<file path="config.mk">
export PLATFORM = sky130hd
export DESIGN_NAME = maxpool_stream
export DESIGN_NICKNAME = d
export VERILOG_FILES = /design/src/rtl/maxpool_stream.sv
export SDC_FILE = /design/constraint.sdc
export NUM_CORES = 2
export LEC_CHECK = 0
export ABC_CLOCK_PERIOD_IN_PS = 8400
export CAP_MARGIN = 20
export CORE_MARGIN = 5
export CORE_UTILIZATION = 46
export DETAILED_ROUTE_END_ITERATION = 8
export SETUP_SLACK_MARGIN = 0.4
export SLEW_MARGIN = 20
export SYNTH_ARGS = -nofsm -noshare
export SYNTH_HDL_FRONTEND = slang
export SYNTH_SLANG_ARGS = --single-unit
</file>
<file path="constraint.sdc">
create_clock -name clk -period 8.4 [get_ports clk]
set_clock_uncertainty 0.2 [all_clocks]
set_input_delay 2.52 -clock clk [delete_from_list [all_inputs] [get_ports clk]]
set_output_delay 2.52 -clock clk [all_outputs]
set_load 0.02 [all_outputs]
</file>
<file path="src/rtl/maxpool_stream.sv">
// maxpool_stream: streaming signed max-pool stage feeding a circular result buffer.
// Each run of POOL_N accepted samples is reduced to its signed maximum and queued
// in a DEPTH-entry buffer that drains through a first-word-fall-through stream.
// Optional feature macro: MAXPOOL_RELU_EN (seed each window with max(din, 0),
// fusing ReLU into the pooling so every result is non-negative).
module maxpool_stream #(
    parameter int DATA_W = 18,
    parameter int POOL_N = 4,
    parameter int DEPTH  = 128,
    parameter int ADDR_W = $clog2(DEPTH)
) (
    input  logic                     clk,
    input  logic                     rst_n,
    input  logic                     clr,
    input  logic                     in_valid,
    output logic                     in_ready,
    input  logic signed [DATA_W-1:0] din,
    output logic                     out_valid,
    input  logic                     out_ready,
    output logic signed [DATA_W-1:0] dout,
    output logic [ADDR_W:0]          level,
    output logic                     win_done
);

    // win_cnt only needs to reach POOL_N-1; keep at least one bit for POOL_N == 1.
    localparam int CNT_W = (POOL_N > 1) ? $clog2(POOL_N) : 1;
    localparam logic [CNT_W-1:0] LAST_CNT = CNT_W'(POOL_N - 1);
    localparam logic [ADDR_W:0]  FULL_LVL = (ADDR_W + 1)'(DEPTH);

    typedef enum logic {IDLE, ACCUM} state_t;

    state_t                    state_q, state_d;
    logic signed [DATA_W-1:0]  acc_q, acc_d;
    logic [CNT_W-1:0]          win_cnt_q, win_cnt_d;
    logic [ADDR_W-1:0]         wr_ptr_q, wr_ptr_d;
    logic [ADDR_W-1:0]         rd_ptr_q, rd_ptr_d;
    logic [ADDR_W:0]           level_q, level_d;
    logic                      win_done_q, win_done_d;

    logic                      accept;
    logic                      pop;
    logic                      wr_en;
    logic signed [DATA_W-1:0]  wr_data;
    logic signed [DATA_W-1:0]  seed;
    logic signed [DATA_W-1:0]  cand;

    // Result storage; contents survive reset and clr, only pointers are cleared.
    logic signed [DATA_W-1:0]  mem [DEPTH];

    // Handshake terms: in_ready is derived from registered level only.
    assign in_ready  = (level_q != FULL_LVL);
    assign out_valid = (level_q != '0);
    assign accept    = in_valid && in_ready;
    assign pop       = out_valid && out_ready;
    assign dout      = mem[rd_ptr_q];
    assign level     = level_q;
    assign win_done  = win_done_q;

    // Window seed value and running signed maximum candidate (ties keep acc).
    always_comb begin
`ifdef MAXPOOL_RELU_EN
        seed = (din < 0) ? '0 : din;
`else
        seed = din;
`endif
        cand = (din > acc_q) ? din : acc_q;
    end

    // Window FSM, buffer pointers and level; clr overrides accept and pop.
    always_comb begin
        state_d    = state_q;
        acc_d      = acc_q;
        win_cnt_d  = win_cnt_q;
        wr_ptr_d   = wr_ptr_q;
        rd_ptr_d   = rd_ptr_q;
        level_d    = level_q;
        wr_en      = 1'b0;
        wr_data    = cand;

        case (state_q)
            IDLE: begin
                if (accept) begin
                    if (POOL_N == 1) begin
                        wr_en   = 1'b1;
                        wr_data = seed;
                    end else begin
                        acc_d     = seed;
                        win_cnt_d = CNT_W'(1);
                        state_d   = ACCUM;
                    end
                end
            end
            ACCUM: begin
                if (accept) begin
                    if (win_cnt_q == LAST_CNT) begin
                        wr_en     = 1'b1;
                        wr_data   = cand;
                        win_cnt_d = '0;
                        state_d   = IDLE;
                    end else begin
                        acc_d     = cand;
                        win_cnt_d = win_cnt_q + CNT_W'(1);
                    end
                end
            end
            default: state_d = IDLE;
        endcase

        if (wr_en) begin
            wr_ptr_d = wr_ptr_q + ADDR_W'(1);
        end
        if (pop) begin
            rd_ptr_d = rd_ptr_q + ADDR_W'(1);
        end
        case ({wr_en, pop})
            2'b10:   level_d = level_q + (ADDR_W + 1)'(1);
            2'b01:   level_d = level_q - (ADDR_W + 1)'(1);
            default: level_d = level_q;
        endcase

        if (clr) begin
            state_d   = IDLE;
            acc_d     = '0;
            win_cnt_d = '0;
            wr_ptr_d  = '0;
            rd_ptr_d  = '0;
            level_d   = '0;
            wr_en     = 1'b0;
        end

        win_done_d = wr_en;
    end

    // Control state register with asynchronous active-low reset.
    always_ff @(posedge clk or negedge rst_n) begin
        if (!rst_n) begin
            state_q    <= IDLE;
            acc_q      <= '0;
            win_cnt_q  <= '0;
            wr_ptr_q   <= '0;
            rd_ptr_q   <= '0;
            level_q    <= '0;
            win_done_q <= 1'b0;
        end else begin
            state_q    <= state_d;
            acc_q      <= acc_d;
            win_cnt_q  <= win_cnt_d;
            wr_ptr_q   <= wr_ptr_d;
            rd_ptr_q   <= rd_ptr_d;
            level_q    <= level_d;
            win_done_q <= win_done_d;
        end
    end

    // Buffer write port; no reset so the array can map onto RAM.
    always_ff @(posedge clk) begin
        if (wr_en) begin
            mem[wr_ptr_q] <= wr_data;
        end
    end

endmodule

</file>
==> flow_metrics.py <==
metrics = {
    "run_status": {
        "status": "finished, final reports clean",
    },
    "clock_network": {
        "worst_skew_pair.late_latency_ns": 0.85,
        "cts_buffers": 229,
        "postCtsHoldBufs": 0,
        "clock_path_buffers": 3,
        "cts.sinks": 2348,
        "cts_root_buf": "clkbuf_16",
        "clkSlewWorstSetupHoldPaths_ns": 0.06,
        "cts_tree": "yes",
        "htreeDepth": 4,
    },
    "floorplanning": {
        "die_area_sq_um": 208000,
        "die_y_microns": 456,
        "start_util_pct": 46.4,
        "ioPinCount": 52,
        "die_w_microns": 456,
        "rows": 163,
        "core-area_sq_um": 198000,
    },
    "place": {
        "io_buffer_count": 51,
        "gp_congestion": 0.792,
        "post-place-ws_ns": 0.903,
        "hpwl_microns": 129000,
    },
    "setup_path": {
        "critPathKind": "reg -> out",
        "worstPathArrival_ns": 5.15,
        "worstSetupEndpointType": "primary output",
        "worst_setup_path_start_kind": "flop",
        "cp_max_fo": 27,
        "ff2ff_setup_slack_ns": 4.20,
        "critPathRequiredTime_ns": 5.68,
    },
    "job": {
        "maxCapViolCount": 0,
    },
    "logic_synthesis": {
        "ys_async_sr_fraction_pct": 1.87,
        "synth_edf_count": 2304,
        "syn-num-nets": 4052,
        "yosysSeqAreaShare_pct": 76.7,
        "synth_warnings": 0,
        "synth_cells": 4001,
        "syn_area_sq_um": 91600,
        "synth_top_flop_cell": "edfxtp_1",
        "avgSynthCellArea_sq_um": 22.9,
        "ys_ff_latch": 2348,
        "synthDistinctLibCells": 55,
    },
    "power_and_ir_drop": {
        "p_leak_nw": 31.5,
        "power.total_w": 0.0304,
        "pwr-share-seq_pct": 45.5,
        "pwr_density_cell_nw_per_um2": 291,
        "peakVddDrop_uv": 250,
        "pwr-share-clk_pct": 32.7,
        "switching_share_pct": 26.6,
        "power.switching_w": 0.00808,
        "internal_power_w": 0.0223,
        "power_frac_comb_pct": 21.8,
    },
    "drt": {
        "ant_nets": 0,
        "viasPerCell": 6.12,
        "drc_errors": 0,
        "wl_per_cell_microns": 32.4,
        "drtPass1Iterations": 5,
        "vias": 43500,
        "routed_wl_microns": 230000,
        "drt-initial-drc-count": 5227,
    },
    "timing": {
        "worstMarginPinSlew_ns": 1.13,
        "drv_slew": 0,
        "fin_crit_sh_pct": 93.7,
        "setup_violations": 0,
        "slew-limit-headroom_pct": 24.8,
        "min_period_ns": 7.87,
        "rsz0062_at_grt": "no",
        "fin_setup_tns_ns": 0,
        "timing.hold.ws_ns": 0.343,
        "finalWorstSetupSlack_ns": 0.528,
        "hold_violations": 0,
        "fmax_mhz": 127,
    },
    "cells_and_area": {
        "synthToLayoutAreaGrowth_pct": 14.0,
        "final_layout_size_suffix_gt1_share_pct": 30.4,
        "num-nets-final": 4318,
        "utilization_pct": 52.8,
    },
    "global_route": {
        "grt_pass1_vias": 43600,
        "antenna_found_initial": 7,
        "grt_pass1_wl_microns": 329000,
        "overflow": 0,
        "gr-usage-all-layers_pct": 22.0,
        "grt_max_degree": 129,
    },
    "hold_path": {
        "min_path_type": "reg -> reg",
    },
}
==> stage by stage <==
stage                     cells  cell area (sq um)
after floorplan            4001              91700
after global placement     6670              97000
after detailed placement   6671              97100
after CTS                  7101             104000
after global routing       7103             104000
final                      7107             104000
==> sequential cells by signal (all words and copies together) (netlist names) <==
name and flops:
mem 2304, state_q 1, level 8, win_done 1, rd_ptr_q 7, wr_ptr_q 7, acc_q 18, win_cnt_q 2
==> synth_stat cells, drive strengths merged, types with 3 or more instances <==
master,n,area (sq um)
ha,27,338
nand3,34,170
mux2i,96,961
a31oi,18,113
dfrtp,44,1100
clkbuf,107,402
nor2,151,567
a41oi,17,149
mux4,684,15400
a21oi,17,85.1
xor2,7,61.3
nor3,23,115
buf,127,721
nand4,26,163
a221oi,34,298
o211ai,19,143
or3,11,68.8
nand2,31,116
xnor2,5,43.8
inv,24,90.1
o21ai,43,215
nor4,5,31.3
nor3b,3,22.5
nand2b,43,269
and3,3,18.8
a21o,6,45.0
a211oi,4,35.0
edfxtp,2304,69200
nand3b,6,45.0
o31a,18,158
nor2b,26,163
a22oi,17,128
and2,4,25.0
==> final timing paths <==
| path | start | endpoint | cells after the start |
|---|---|---|---|
| max | rd_ptr_q[1] | dout[7] | 8 |
| min | acc_q[13] | acc_q[13] | 2 |
| max reg2reg | acc_q[17] | mem[25][15] | 9 |
| min reg2reg | acc_q[13] | acc_q[13] | 2 |
| max in group asynchronous | rst_n | rd_ptr_q[2] | 2 |
| min in group asynchronous | rst_n | acc_q[7] | 2 |
==> worst max-delay path, stage by stage (launching register included) <==
cell             delay, ns
dfrtp_4               0.81
buf_12                0.28
buf_12                0.23
mux4_2                0.31
mux4_2                0.48
a22o_1                0.31
a31oi_1               0.69
nand4_1               0.47
clkdlybuf4s50_1       0.66
==> power by group through the flow <==
stage	Clock, W	Sequential, W	Combinational [W]
4_1_cts	0.0101	0.0138	0.00676
6_report	0.00992	0.0138	0.00664
5_1_grt	0.0106	0.0138	0.00710
3_5_place_dp	0	0.0141	0.00668
2_1_floorplan	0	0.0143	0.00452
3_3_place_gp	0	0.0141	0.00659
==> cell usage in the layout, fill, tap and decap left out, drive strengths merged, types with 2 or more instances in the layout <==
| cell | instances |
|---|---|
| inv | 30 |
| and2 | 4 |
| clkinv | 103 |
| nor3b | 3 |
| dfrtp | 44 |
| o21ai | 43 |
| clkdlybuf4s50 | 49 |
| a221oi | 34 |
| o31a | 18 |
| and3 | 3 |
| nor4 | 5 |
| xnor2 | 5 |
| or3 | 11 |
| clkbuf | 293 |
| a21oi | 17 |
| bufinv | 16 |
| xor2 | 7 |
| buf | 220 |
| o211ai | 19 |
| clkinvlp | 7 |
| nand4 | 26 |
| a41oi | 17 |
| a21o | 6 |
| edfxtp | 2304 |
| diode | 6 |
| ha | 27 |
| nand2b | 43 |
| nand3b | 6 |
| a211oi | 4 |
| nand2 | 31 |
| o2111ai | 2 |
| nor2b | 26 |
| nor2 | 151 |
| a22oi | 17 |
| mux2i | 96 |
| a31oi | 18 |
| nand3 | 34 |
| mux4 | 684 |
| nor3 | 23 |
| a21boi | 2 |
==> metal layers <==
metal  vias up  global-route usage (%)  routed length (microns)
met4         2                    6.81                     7430
met1     23800                    32.3                    96200
met3       318                    4.07                    17500
met5         -                       0                       17
met2      1756                    34.1                   109000
li1      17700                       -                        -
==> final cells by class <==
cell class              instances  area [sq um]
repair buffers                269          2650
clock buffers                 293          6070
clock inverters               132          1190
diodes                          6          15.0
multi-input cells            1395         20800
well taps                    2640          3300
inverters                      24          90.1
fillers                     15000         93200
flip-flops and latches       2348         70300
==> cell families after synthesis <==
logic type               synth area share [%]
buffers and inverters                    1.32
adder cells (fa/ha/maj)                 0.391
AO/OA/AOI/OAI                            1.59
multiplexers                             17.9
AND/OR/NAND/NOR                          1.98
XOR/XNOR                                0.115
flip-flops                               76.7
==> repair_timing <==
| action | in CTS | in global routing |
|---|---|---|
| gates resized for setup | 1 | 1 |
| endpoints found under the setup margin | 3 | 1 |
| pin swaps | 0 | 0 |
| setup buffers | 5 | 0 |
Power figures use the tool's default switching activity.
